===== src/rtl/traffic_light_monitor.sv =====
// Passive checker for the intersection lamp outputs: lamp encoding, conflicts, phase order and phase timing.
// Lamps are registered into a sample register, then classified and tracked by the phase FSM one clock later.
//
//   state      | meaning
//   -----------+-----------------------------------------------
//   ST_SYNC    | unlocked, waiting for a green entry to lock on
//   ST_NS_GO   | north-south green, east-west red
//   ST_NS_YEL  | north-south yellow, east-west red
//   ST_GAP_A   | all red between NS and EW
//   ST_EW_GO   | east-west green, north-south red
//   ST_EW_YEL  | east-west yellow, north-south red
//   ST_GAP_B   | all red between EW and NS
module traffic_light_monitor #(
    parameter int GREEN_MIN  = 10,
    parameter int GREEN_MAX  = 50,
    parameter int YELLOW_LEN = 4,
    parameter int ALLRED_MAX = 2,
    parameter int LEN_W      = 16,
    parameter int CNT_W      = 8
) (
    input  logic             clk,
    input  logic             rst,
    input  logic             ns_g_i,
    input  logic             ns_y_i,
    input  logic             ns_r_i,
    input  logic             ew_g_i,
    input  logic             ew_y_i,
    input  logic             ew_r_i,
    input  logic             clr_i,
    output logic             locked_o,
    output logic [2:0]       phase_o,
    output logic             err_evt_o,
    output logic             err_o,
    output logic [2:0]       err_code_o,
    output logic [CNT_W-1:0] err_cnt_o,
    output logic [CNT_W-1:0] cycle_cnt_o
);

    typedef enum logic [2:0] {
        ST_SYNC   = 3'd0,
        ST_NS_GO  = 3'd1,
        ST_NS_YEL = 3'd2,
        ST_GAP_A  = 3'd3,
        ST_EW_GO  = 3'd4,
        ST_EW_YEL = 3'd5,
        ST_GAP_B  = 3'd6
    } state_t;

    // PAT_NONE only exists between reset and the first valid sample.
    typedef enum logic [2:0] {
        PAT_NONE = 3'd0,
        PAT_NSG  = 3'd1,
        PAT_NSY  = 3'd2,
        PAT_RR   = 3'd3,
        PAT_EWG  = 3'd4,
        PAT_EWY  = 3'd5,
        PAT_BAD  = 3'd6
    } pat_t;

    localparam logic [2:0] E_NONE     = 3'd0;
    localparam logic [2:0] E_ENC      = 3'd1;
    localparam logic [2:0] E_CONFLICT = 3'd2;
    localparam logic [2:0] E_SEQ      = 3'd3;
    localparam logic [2:0] E_G_SHORT  = 3'd4;
    localparam logic [2:0] E_G_LONG   = 3'd5;
    localparam logic [2:0] E_Y_LEN    = 3'd6;
    localparam logic [2:0] E_GAP_LONG = 3'd7;

    localparam logic [LEN_W-1:0] G_MIN_L   = LEN_W'(GREEN_MIN);
    localparam logic [LEN_W-1:0] G_OVER_L  = LEN_W'(GREEN_MAX + 1);
    localparam logic [LEN_W-1:0] Y_LEN_L   = LEN_W'(YELLOW_LEN);
    localparam logic [LEN_W-1:0] Y_OVER_L  = LEN_W'(YELLOW_LEN + 1);
    localparam logic [LEN_W-1:0] GAP_OVER_L = LEN_W'(ALLRED_MAX + 1);

    logic [5:0]       s_q, s_d;
    logic             s_vld_q, s_vld_d;
    state_t           state_q, state_d;
    pat_t             pat_q, pat_d;
    logic [LEN_W-1:0] len_q, len_d;
    logic             err_evt_q, err_evt_d;
    logic             err_q, err_d;
    logic [2:0]       err_code_q, err_code_d;
    logic [CNT_W-1:0] err_cnt_q, err_cnt_d;
    logic [CNT_W-1:0] cycle_cnt_q, cycle_cnt_d;

    logic [2:0]       ns_l, ew_l;
    logic             enc_bad, conflict;
    pat_t             pat_cur;
    logic             pat_chg;
    logic [LEN_W-1:0] len_sat;
    logic             in_green, in_yellow, in_gap;
    logic             legal;
    state_t           nxt;
    logic [2:0]       code_new;

    assign ns_l     = s_q[5:3];
    assign ew_l     = s_q[2:0];
    assign enc_bad  = !$onehot(ns_l) || !$onehot(ew_l);
    assign conflict = !ns_l[0] && !ew_l[0];

    always_comb begin
        pat_cur = PAT_RR;
        if (enc_bad || conflict) begin
            pat_cur = PAT_BAD;
        end else if (ns_l[2]) begin
            pat_cur = PAT_NSG;
        end else if (ns_l[1]) begin
            pat_cur = PAT_NSY;
        end else if (ew_l[2]) begin
            pat_cur = PAT_EWG;
        end else if (ew_l[1]) begin
            pat_cur = PAT_EWY;
        end
    end

    assign pat_chg   = s_vld_q && (pat_cur != pat_q);
    assign len_sat   = (len_q == '1) ? len_q : len_q + LEN_W'(1);
    assign in_green  = (state_q == ST_NS_GO)  || (state_q == ST_EW_GO);
    assign in_yellow = (state_q == ST_NS_YEL) || (state_q == ST_EW_YEL);
    assign in_gap    = (state_q == ST_GAP_A)  || (state_q == ST_GAP_B);

    always_comb begin
        legal = 1'b0;
        nxt   = ST_SYNC;
        case (state_q)
            ST_NS_GO: begin
                if (pat_cur == PAT_NSY) begin legal = 1'b1; nxt = ST_NS_YEL; end
            end
            ST_NS_YEL: begin
                if (pat_cur == PAT_RR)  begin legal = 1'b1; nxt = ST_GAP_A; end
                if (pat_cur == PAT_EWG) begin legal = 1'b1; nxt = ST_EW_GO; end
            end
            ST_GAP_A: begin
                if (pat_cur == PAT_EWG) begin legal = 1'b1; nxt = ST_EW_GO; end
            end
            ST_EW_GO: begin
                if (pat_cur == PAT_EWY) begin legal = 1'b1; nxt = ST_EW_YEL; end
            end
            ST_EW_YEL: begin
                if (pat_cur == PAT_RR)  begin legal = 1'b1; nxt = ST_GAP_B; end
                if (pat_cur == PAT_NSG) begin legal = 1'b1; nxt = ST_NS_GO; end
            end
            ST_GAP_B: begin
                if (pat_cur == PAT_NSG) begin legal = 1'b1; nxt = ST_NS_GO; end
            end
            default: begin
                legal = 1'b0;
                nxt   = ST_SYNC;
            end
        endcase
    end

    // Priority chain: encoding, conflict, then sequence/timing only while locked.
    always_comb begin
        code_new = E_NONE;
        if (s_vld_q) begin
            if (enc_bad) begin
                code_new = E_ENC;
            end else if (conflict) begin
                code_new = E_CONFLICT;
            end else if (state_q != ST_SYNC) begin
                if (pat_chg) begin
                    if (!legal) begin
                        code_new = E_SEQ;
                    end else if (in_green && (len_q < G_MIN_L)) begin
                        code_new = E_G_SHORT;
                    end else if (in_yellow && (len_q != Y_LEN_L)) begin
                        code_new = E_Y_LEN;
                    end
                end else begin
                    if (in_green && (len_sat == G_OVER_L)) begin
                        code_new = E_G_LONG;
                    end else if (in_yellow && (len_sat == Y_OVER_L)) begin
                        code_new = E_Y_LEN;
                    end else if (in_gap && (len_sat == GAP_OVER_L)) begin
                        code_new = E_GAP_LONG;
                    end
                end
            end
        end
    end

    always_comb begin
        s_d         = {ns_g_i, ns_y_i, ns_r_i, ew_g_i, ew_y_i, ew_r_i};
        s_vld_d     = 1'b1;
        pat_d       = pat_q;
        len_d       = len_q;
        state_d     = state_q;
        cycle_cnt_d = cycle_cnt_q;
        err_evt_d   = (code_new != E_NONE);
        err_d       = err_q;
        err_code_d  = err_code_q;
        err_cnt_d   = err_cnt_q;

        if (s_vld_q) begin
            pat_d = pat_cur;
            len_d = pat_chg ? LEN_W'(1) : len_sat;
        end

        if (code_new != E_NONE) begin
            state_d = ST_SYNC;
        end else if (pat_chg) begin
            if (state_q == ST_SYNC) begin
                // A green already present when sampling starts is not an entry.
                if (pat_q != PAT_NONE) begin
                    if (pat_cur == PAT_NSG) state_d = ST_NS_GO;
                    if (pat_cur == PAT_EWG) state_d = ST_EW_GO;
                end
            end else begin
                state_d = nxt;
                if (nxt == ST_NS_GO) cycle_cnt_d = cycle_cnt_q + CNT_W'(1);
            end
        end

        if (clr_i) begin
            err_d      = 1'b0;
            err_code_d = E_NONE;
            err_cnt_d  = '0;
        end
        if (code_new != E_NONE) begin
            if (!err_d) err_code_d = code_new;
            err_d     = 1'b1;
            err_cnt_d = (err_cnt_d == '1) ? err_cnt_d : err_cnt_d + CNT_W'(1);
        end
    end

    always_ff @(posedge clk) begin
        if (rst) begin
            s_q         <= '0;
            s_vld_q     <= 1'b0;
            state_q     <= ST_SYNC;
            pat_q       <= PAT_NONE;
            len_q       <= '0;
            err_evt_q   <= 1'b0;
            err_q       <= 1'b0;
            err_code_q  <= E_NONE;
            err_cnt_q   <= '0;
            cycle_cnt_q <= '0;
        end else begin
            s_q         <= s_d;
            s_vld_q     <= s_vld_d;
            state_q     <= state_d;
            pat_q       <= pat_d;
            len_q       <= len_d;
            err_evt_q   <= err_evt_d;
            err_q       <= err_d;
            err_code_q  <= err_code_d;
            err_cnt_q   <= err_cnt_d;
            cycle_cnt_q <= cycle_cnt_d;
        end
    end

    assign locked_o    = (state_q != ST_SYNC);
    assign phase_o     = state_q;
    assign err_evt_o   = err_evt_q;
    assign err_o       = err_q;
    assign err_code_o  = err_code_q;
    assign err_cnt_o   = err_cnt_q;
    assign cycle_cnt_o = cycle_cnt_q;

endmodule


===== config.mk =====
export PLATFORM = sky130hd
export DESIGN_NAME = traffic_light_monitor
export DESIGN_NICKNAME = d
export VERILOG_FILES = /design/src/rtl/traffic_light_monitor.sv
export SDC_FILE = /design/constraint.sdc
export NUM_CORES = 1
export LEC_CHECK = 0
export ABC_AREA = 1
export BUFFER_PORTS_ARGS = -buffer_cell sky130_fd_sc_hd__buf_2
export CORE_ASPECT_RATIO = 0.5
export CORE_MARGIN = 4
export CORE_UTILIZATION = 54
export DETAILED_ROUTE_END_ITERATION = 16
export PLACE_DENSITY = 0.84
export SLEW_MARGIN = 40
export SYNTH_ARGS = -nofsm -noshare
export SYNTH_HDL_FRONTEND = slang
export SYNTH_SLANG_ARGS = --single-unit

===== constraint.sdc =====
create_clock -name clk -period 2.8 [get_ports clk]
set_input_delay 0.56 -clock clk [delete_from_list [all_inputs] [get_ports clk]]
set_output_delay 0.56 -clock clk [all_outputs]
set_load 0.02 [all_outputs]

# Word-level counts from Yosys, hierarchy flattened
# Index checks and enable logic that the tools add are counted.
# word_totals
reg_bits	50
input_bits	9
wordCells	114
# op_classes
n_addsub	7
n_lt_le_gt_ge	1
n_eq_ne	23
muxes	48
n_bitwise	2
reduce_logical	23
# ops
op	count
2-to-1 mux 3 bit	28
2-to-1 mux 16 bit	2
2-to-1 mux 8 bit	3
one-hot mux 3 bit (6 select lines)	1
adder 16 x 1 -> 16 bit (second input constant)	1
adder 8 x 1 -> 8 bit (second input constant)	2
equality test 16 bit (second input constant)	1
equality test 16 x 2 -> 1 bit (second input constant)	1
equality test 16 x 3 -> 1 bit (second input constant)	1
equality test 16 x 6 -> 1 bit (second input constant)	1
< comparator 16 x 4 -> 1 bit (second input constant)	1
!= test 16 x 3 -> 1 bit (second input constant)	1
equality test 3 bit (second input constant)	5
equality test 3 x 2 -> 1 bit (second input constant)	4
2-to-1 mux 1 bit	11
equality test 3 x 1 -> 1 bit (second input constant)	3
nonzero test 3 bit	3
equality test 8 bit (second input constant)	1
logical AND 1 bit	7
one-hot mux 1 bit (6 select lines)	1
logical OR 1 bit	5
adder 1 x 1 -> 2 bit	2
adder 2 x 1 -> 2 bit	2
equality test 2 x 1 -> 1 bit (second input constant)	2
10 further kinds	15

# Logic depth before layout (Yosys ltp)
# Gate-level depths: netlist of the first run.
# logic_depth
word_depth	20
mapped_depth	23
mapped_depth_nobuf	22

# Worst setup path after synthesis of the first run
# Ideal clock, no wire load.
# synth_timing
kind	register -> register
startpoint	register s_q[5]
endpoint	register cycle_cnt_q[7], in the netlist cycle_cnt_o[7]
arrival_ps	2612
slack_ps	125
path_stages_with_launch	19
path_buffers	0
synth_period_minus_slack_ps	2675
cell_sequence	dfxtp_1 > inv_1 > fa_1 > nor2_1 > nand3_1 > nor2_4 > nand2_1 > nand2_1 > nand2_1 > nand3_1 > nand2_1 > inv_2 > nand2_1 > or2_2 > nor2_1 > nand3_1 > nor2_1 > nor2_1 > nor2_1
# synth_between
elab_chain_cells	19
# synth_lines
element	line	source
from (decl)	75	logic [5:0] s_q, s_d;
from (signal assigned)	229	s_q <= '0;
from (signal assigned)	240	s_q <= s_d;
adder 2 x 1 -> 2 bit (not written as such)	98	assign enc_bad = !$onehot(ns_l) || !$onehot(ew_l);
equality test 2 x 1 -> 1 bit	98	
logical NOT 1 bit	98	
logical OR 1 bit	98	
logical OR 1 bit	103	if (enc_bad || conflict) begin
2-to-1 mux 3 bit	103	
equality test 3 x 2 -> 1 bit	130, 140	
2-to-1 mux 1 bit	130, 140	
[3 not listed]	--	
2-to-1 mux 3 bit	162	if (pat_chg) begin
2-to-1 mux 3 bit	161	end else if (state_q != ST_SYNC) begin
2-to-1 mux 3 bit	159	end else if (conflict) begin
2-to-1 mux 3 bit	157	if (enc_bad) begin
2-to-1 mux 3 bit	156	if (s_vld_q) begin
nonzero test 3 bit	200	if (code_new != E_NONE) begin
inverter 1 bit (no line)	--	
AND reduction 4 bit (no line) (*)	--	
to (signal assigned)	249	cycle_cnt_q <= cycle_cnt_d;
to (decl)	84	logic [CNT_W-1:0] cycle_cnt_q, cycle_cnt_d;
# Every way passes the cells marked *; elsewhere a longest branch is shown, timed or not.
# A chain may end at the register's enable or synchronous reset.

# Worst setup path in the final report of the first run
# layout_timing
startpoint	register s_q[3]
endpoint	register cycle_cnt_q[4], in the netlist cycle_cnt_o[4]
# layout_between
elab_chain_cells	20
# layout_lines
element	line
adder 1 x 1 -> 2 bit (not written as such)	98
adder 2 x 1 -> 2 bit (not written as such)	98
equality test 2 x 1 -> 1 bit	98
logical NOT 1 bit	98
logical OR 1 bit	98
logical OR 1 bit	103
2-to-1 mux 3 bit	103
equality test 3 x 2 -> 1 bit	130, 140
[4 not listed]	--
2-to-1 mux 3 bit	162
2-to-1 mux 3 bit	161
2-to-1 mux 3 bit	159
2-to-1 mux 3 bit	157
2-to-1 mux 3 bit	156
nonzero test 3 bit	200
inverter 1 bit (no line)	--
AND reduction 4 bit (no line) (*)	--
# Marks and branches as above.

==> impl_metrics.ini, run 1 <==
[floorplanning]
fp.dieH_um = 63.58
fp-row-count = 19
initial_core_util_pct = 58.22
die_w_um = 119.2
core_um2 = 5729
pin_count = 34
die_area_um2 = 7575

[power]
power.total_uw = 1649
p_int_uw = 1170
p_comb_share_pct = 17.9
switchingPower_uw = 478.7
power.density_nw_per_um2 = 396.2
ir_drop_mv = 0.2599
seq_power_share_pct = 45.6
p_leak_uw = 0.001913
switching_share_pct = 29.04
pwr-share-clk_pct = 36.6

[setup_path]
cp_top_family = simple AND/OR/NAND/NOR gates
critPathArrivalTime_ns = 3.12
worst_setup_path_end_kind = register
setup.worst_path.start = s_q[3]$_SDFF_PP0_
start_kind = register
crit_required_ns = 3.00
worstPathMaxFanout = 8
rr_startpoint = s_q[3]$_SDFF_PP0_
crit_slowest_cell = fa_1
reg2regPathDepth = 20
critPathMaxStageDelay_ns = 0.46
cp_common_cell = nand2_4
r2r_slack_ns = -0.12
crit_buf_inv = 3
r2r-end = cycle_cnt_o[4]$_SDFFE_PP0P_
path_cells = inv_2, fa_1, nor2_1, nand3_2, nor2_4, nand3_1, nand2_2, nand3_2, nand2_4, buf_6, nand3_1, nand2_1, nand2_2, nand2_4, nand2_4, nor2_4, buf_6, nand4_1, nand2_1, nor2_2
crit_type = reg2reg

[placement]
port_buffers = 33
dpl.cell_count = 664
hpwl_um = 5989
gp_congestion = 0.9218

[logic_synthesis]
synth_edf_count = 0
yosysMostFrequentCell = nand2_1
syn_nets = 551
synthMuxAreaShare_pct = 0.3001
ys_ff_latch = 50
synth.top_cell.area_share_pct = 30.01
synth_area_um2 = 3336
synth-simple-area-share_pct = 44.82
ys_seq_area_share_pct = 30.01
netlist_instances = 536
synthAdderAreaFrac_pct = 2.701
synthXorXnorAreaFrac_pct = 1.313
yosysUniqueCellTypes = 41
synthArstFlopShare_pct = 0
synth_top_flop_cell = dfxtp_1
syn_area_per_cell_um2 = 6.223
yosys-top-cells-count = nand2_1, nor2_1, inv_1, dfxtp_1, nand3_1
synth_area_leaders = dfxtp_1, nand2_1, nor2_1, inv_1, nand3_1
yosysWarnings = 0
yosysTopAreaCell = dfxtp_1
synth_top_family_by_area = simple AND/OR/NAND/NOR gates
synth-compound-area-share_pct = 10.05

[min_path]
hold_path_class = in2reg
hold_start = ns_r_i
min_path_cells = 3
worstHoldEndpoint = s_q[3]$_SDFF_PP0_

[run_status]
status = finished with violations
violations = negative setup slack

[sta]
max_freq_mhz = 342.3
clock-skew-final_ns = 0.005700
slew_headroom_pct = 59.39
maxSlewViolCount = 0
layout_setup_ws_ns = -0.1215
finalCriticalPeriod_ns = 2.921
setup-tns-final_ns = -0.9497
setup_viol = 18
min_period_over_period_pct = 104.3
hold_viol_final = 0
fin_hold_ws_ns = 0.4539
grt_setup_unrepaired = true
worst_pin_slew_ns = 0.6045

[global_route]
first_global_vias = 3334
grt-ovfl-total = 0
grt_pass1_wl_um = 14960
grt_max_degree = 22
antenna_found_initial = 0
grt_usage_pct = 23.62

[detailed_routing]
drtPass1Iterations = 5
drt_iter0_drc = 341
drt_wl_total_um = 9593
wl_per_cell_um = 14.09
vias_per_cell = 5.526
drtAntennaViolNets = 0
vias = 3763
route.detailed.drc = 0

[layout]
fin_cells = 681
areaGrowthSynthToFinish_pct = 24.76
layout.nets = 612
layout-drive-gt1-share_pct = 25.80
n_antenna_cell = 0
multiInputGateArea_um2 = 2170
final_util_pct = 72.64
seqCellArea_um2 = 1008
fillers = 432

[clock_tree]
cts_tree = built
clock-root-buffer = clkbuf_16
cts.sinks = 50
clk_pin_slew_ns = 0.07
cts_buffers = 5
clk_latency_ns = 0.30
ctsHoldBuffers = 0
htreeDepth = 2
clk_path_buf_depth = 2

[flow_run]
max-cap-violations = 0
cells in the final DEF (no fill, tap or decap), drive strengths merged:
cell        n
nand2     134
nor2      108
inv        76
buf        66
dfxtp      50
nand3      45
nand4      22
a21oi      20
o21ai      19
nor3       13
a211oi      7
clkbuf      5
ha          4
xor2        3
a31oi       3
o22ai       3
nor4        2
o31ai       2
xnor2       2
or2         2
a21boi      2
fa          2
clkinvlp    2
clkinv      1
o21bai      1
o2111ai     1
mux2i       1
nor3b       1
routing by layer:
layer  vias to the layer above  global-route usage [%]  share of wire (%)
met5                         -                       0                  0
met4                         0                   8.802                2.3
met3                        29                   5.630                6.8
met2                       175                   39.56                 48
met1                      1705                   29.63                 43
li1                       1854                       -                  -
flip-flops by register name, summed over array words and instances, names as in the netlist:
| name | flops |
|---|---|
| err_evt_o | 1 |
| err_o | 1 |
| s_q | 6 |
| s_vld_q | 1 |
| err_cnt_o | 8 |
| err_code_o | 3 |
| len_q | 16 |
| phase_o | 3 |
| cycle_cnt_o | 8 |
| pat_q | 3 |
through the flow:
| stage | setup slack, ns | cell area (µm²) |
|---|---|---|
| after floorplan | 0.1245 | 3336 |
| after CTS | -0.008246 | 3958 |
| final | -0.1215 | 4161 |
| after global placement | -0.03374 | 3717 |
| after detailed placement | -0.1096 | 3717 |
| after global routing | -0.2650 | 4161 |
final cells by class:
cell class	instances	area share, %
Tap cell	84	2.526
Timing Repair Buffer	66	10.67
Multi-Input combinational cell	397	52.13
Inverter	77	7.066
Sequential cell	50	24.23
Clock inverter	2	0.3608
Clock buffer	5	3.007
power by group through the flow:
stage	sequential (µW)	combinational (µW)	clock (µW)
global placement	764	231	0
detailed placement	765	234	0
finish	752	294	603
global route	754	320	650
CTS	750	252	609
floorplan	772	151	0
tightest hold or removal path: stages:
cell,delay (ns)
buf_2,0.09
inv_1,0.04
nor2_1,0.03
worst max-delay path by stage:
| stage | depth (start not counted) | end |
|---|---|---|
| finish | 20 | cycle_cnt_o[4]$_SDFFE_PP0P_ |
| global route | 22 | cycle_cnt_o[4]$_SDFFE_PP0P_ |
| CTS | 21 | err_code_o[0]$_SDFF_PP0_ |
| detailed placement | 21 | cycle_cnt_o[4]$_SDFFE_PP0P_ |
| global placement | 22 | cycle_cnt_o[1]$_SDFFE_PP0P_ |
| floorplan | 18 | cycle_cnt_o[7]$_SDFFE_PP0P_ |
what timing repair did:
item / in CTS / in global routing
setup buffers: 4 / 5
pin swaps: 11 / 23
endpoints found under the setup margin: 21 / 24
cloned: 0 / 1
resized for setup: 26 / 43
cell families (layout without fill, tap and decap cells):
family,after synthesis,after routing
compound gates,58,58
buf+inv,90,150
mux,1,1
flops,50,50
simple gates,326,327
xor+xnor,5,5
fa+ha+maj,6,6
(Power assumes the default switching activity.)
==> run 2, diff against run 1 <==
- PLACE_DENSITY: 0.84 -> 0.77
==> run 2 against run 1 <==
- global-route usage down 0.64 points
- sequential share of layout area shrank 1.0 points
- utilization up 3.0 points
- flip-flop and latch count unchanged
- cell area is 4.1% higher
- fmax fell by 0.69%
- non-clock buffer count rose by 13
- critical endpoint is now cycle_cnt_o[0]$_SDFFE_PP0P_
- register-to-register slack got worse by 0.02 ns
- the run still ends with negative setup slack left
- final cell count is 2.1% higher
==> impl_metrics.ini, run 2 (synthesis results as in run 1) <==
[sta]
clock-skew-final_ns = 0.01029
grt_setup_unrepaired = true
max_freq_mhz = 339.9
finalCriticalPeriod_ns = 2.942
min_period_over_period_pct = 105.1
hold_viol_final = 0
setup_viol = 22
layout_setup_ws_ns = -0.1418
worst_pin_slew_ns = 0.6040
fin_hold_ws_ns = 0.4621
maxSlewViolCount = 0
slew_headroom_pct = 59.59

[min_path]
min_path_cells = 3
hold_path_class = in2reg

[power]
ir_drop_mv = 0.2637
pwr-share-clk_pct = 36.0
power.total_uw = 1663
p_leak_uw = 0.001981
seq_power_share_pct = 45.2
switching_share_pct = 28.98
p_int_uw = 1181
switchingPower_uw = 482.1
power.density_nw_per_um2 = 383.9
p_comb_share_pct = 18.7

[clock_tree]
clk_pin_slew_ns = 0.07
clk_latency_ns = 0.30
clk_path_buf_depth = 2
clock-root-buffer = clkbuf_16
cts_buffers = 5
cts_tree = built
cts.sinks = 50
htreeDepth = 2

[setup_path]
path_cells = inv_2, fa_1, nor2_2, nand3_4, nor2_4, nand2_2, buf_6, nand2_4, nand2_2, nand2_2, nand3_4, a21boi_2, nand2_2, nand2_2, nand2_4, nand2_4, nor2_4, buf_12, nand4_1, nand2_1, nor2_2
reg2regPathDepth = 21
crit_buf_inv = 3
r2r-end = cycle_cnt_o[0]$_SDFFE_PP0P_
critPathArrivalTime_ns = 3.18
endpoint = cycle_cnt_o[0]$_SDFFE_PP0P_
crit_cells = 21
worstPathMaxFanout = 7
rr_startpoint = s_q[5]$_SDFF_PP0_
setup.worst_path.start = s_q[5]$_SDFF_PP0_
cp_top_family = simple AND/OR/NAND/NOR gates
start_kind = register
critPathMaxStageDelay_ns = 0.49
r2r_slack_ns = -0.14
crit_type = reg2reg
crit_slowest_cell = fa_1
worst_setup_path_end_kind = register
cp_common_cell = nand2_2
crit_required_ns = 3.04

[layout]
layout-drive-gt1-share_pct = 29.30
layout_common_cells = nand2_1, nor2_1, inv_1
fillers = 450
areaGrowthSynthToFinish_pct = 29.90
n_antenna_cell = 0
layout.nets = 626
largest_reg_flops = 16
design_area_um2 = 4333
regMostFlops = len_q
final_common_cell = nand2_1

[detailed_routing]
drt_wl_total_um = 9169
vias = 3707
drtPass1Iterations = 5
wl_per_cell_um = 13.19
vias_per_cell = 5.334
route.detailed.drc = 0
drtAntennaViolNets = 0
drt_iter0_drc = 298

[placement]
port_buffers = 33
placed_area_um2 = 3812
pre_cts_ws_ns = -0.1081
gp_congestion = 0.9614
hpwl_um = 6013

[global_route]
first_global_vias = 3266
grt-ovfl-total = 0
antenna_found_initial = 0
grt_max_degree = 21
grt_pass1_wl_um = 14460
grt_usage_pct = 22.98

[run_status]
violations = negative setup slack
status = finished with violations

[floorplanning]
die_w_um = 119.2
fp-row-count = 19
pin_count = 34
core_um2 = 5729
fp.dieH_um = 63.58
initial_core_util_pct = 58.22
die_area_um2 = 7575

[flow_run]
max-cap-violations = 0
run 2: per-layer routing:
layer | GRT usage, % | wire length (µm) | vias to the layer above
li1 | - | - | 1882
met1 | 29.53 | 4110 | 1685
met2 | 38.72 | 4293 | 109
met3 | 4.558 | 471 | 31
met4 | 7.648 | 293 | 0
met5 | 0 | 0 | -
run 2: timing repair:
| item | CTS | global route |
|---|---|---|
| pin swaps | 11 | 44 |
| hold buffers | 0 | 0 |
| cloned | 1 | 1 |
| buffers inserted | 3 | 8 |
| gates resized for setup | 26 | 57 |
| setup endpoints to repair | 22 | 24 |
run 2: through the flow:
step	setup TNS [ns]	instances	utilization, %
global placement	-0.7734	675	66.54
global route	-5.388	695	75.63
floorplan	0	536	-
detailed placement	-1.364	675	66.54
CTS	-0.01642	686	71.24
finish	-1.343	695	75.63
run 2: power groups by stage:
stage,Sequential [µW],Clock [µW],Combinational [µW]
after floorplan,772,0,151
after global placement,766,0,242
after detailed placement,766,0,245
after CTS,750,614,266
after global routing,755,642,340
final,752,600,312
run 2: worst reg2reg max path: cells and delay by family, from the launching register on:
kind                     cells  cell delay, ns
buffers and inverters        3            0.32
adder cells (fa/ha/maj)      1            0.49
AND/OR/NAND/NOR             16            1.56
flip-flops                   1            0.34
AO/OA/AOI/OAI                1            0.17
run 2: how the worst min path moves through the flow:
stage / start / endpoint / slack [ns]
after detailed placement: err_code_o[0]$_SDFF_PP0_ / err_code_o[0]$_SDFF_PP0_ / 0.48
after global routing: ns_y_i / s_q[4]$_SDFF_PP0_ / 0.47
after floorplan: len_q[15]$_SDFFE_PP0P_ / len_q[15]$_SDFFE_PP0P_ / 0.48
final: ns_g_i / s_q[5]$_SDFF_PP0_ / 0.46
after global placement: err_code_o[1]$_SDFF_PP0_ / err_code_o[1]$_SDFF_PP0_ / 0.47
after CTS: ew_r_i / s_q[0]$_SDFF_PP0_ / 0.46
run 2: area by class of cell:
| cell class | instances | area (µm²) | share of cell area [%] |
|---|---|---|---|
| multi-input cells | 398 | 2232 | 51.52 |
| inverters | 77 | 299.0 | 6.902 |
| clock inverters | 2 | 15.01 | 0.3465 |
| repair buffers | 79 | 550.5 | 12.71 |
| flip-flops and latches | 50 | 1006 | 23.22 |
| clock buffers | 5 | 125.1 | 2.888 |
| well taps | 84 | 105.1 | 2.426 |
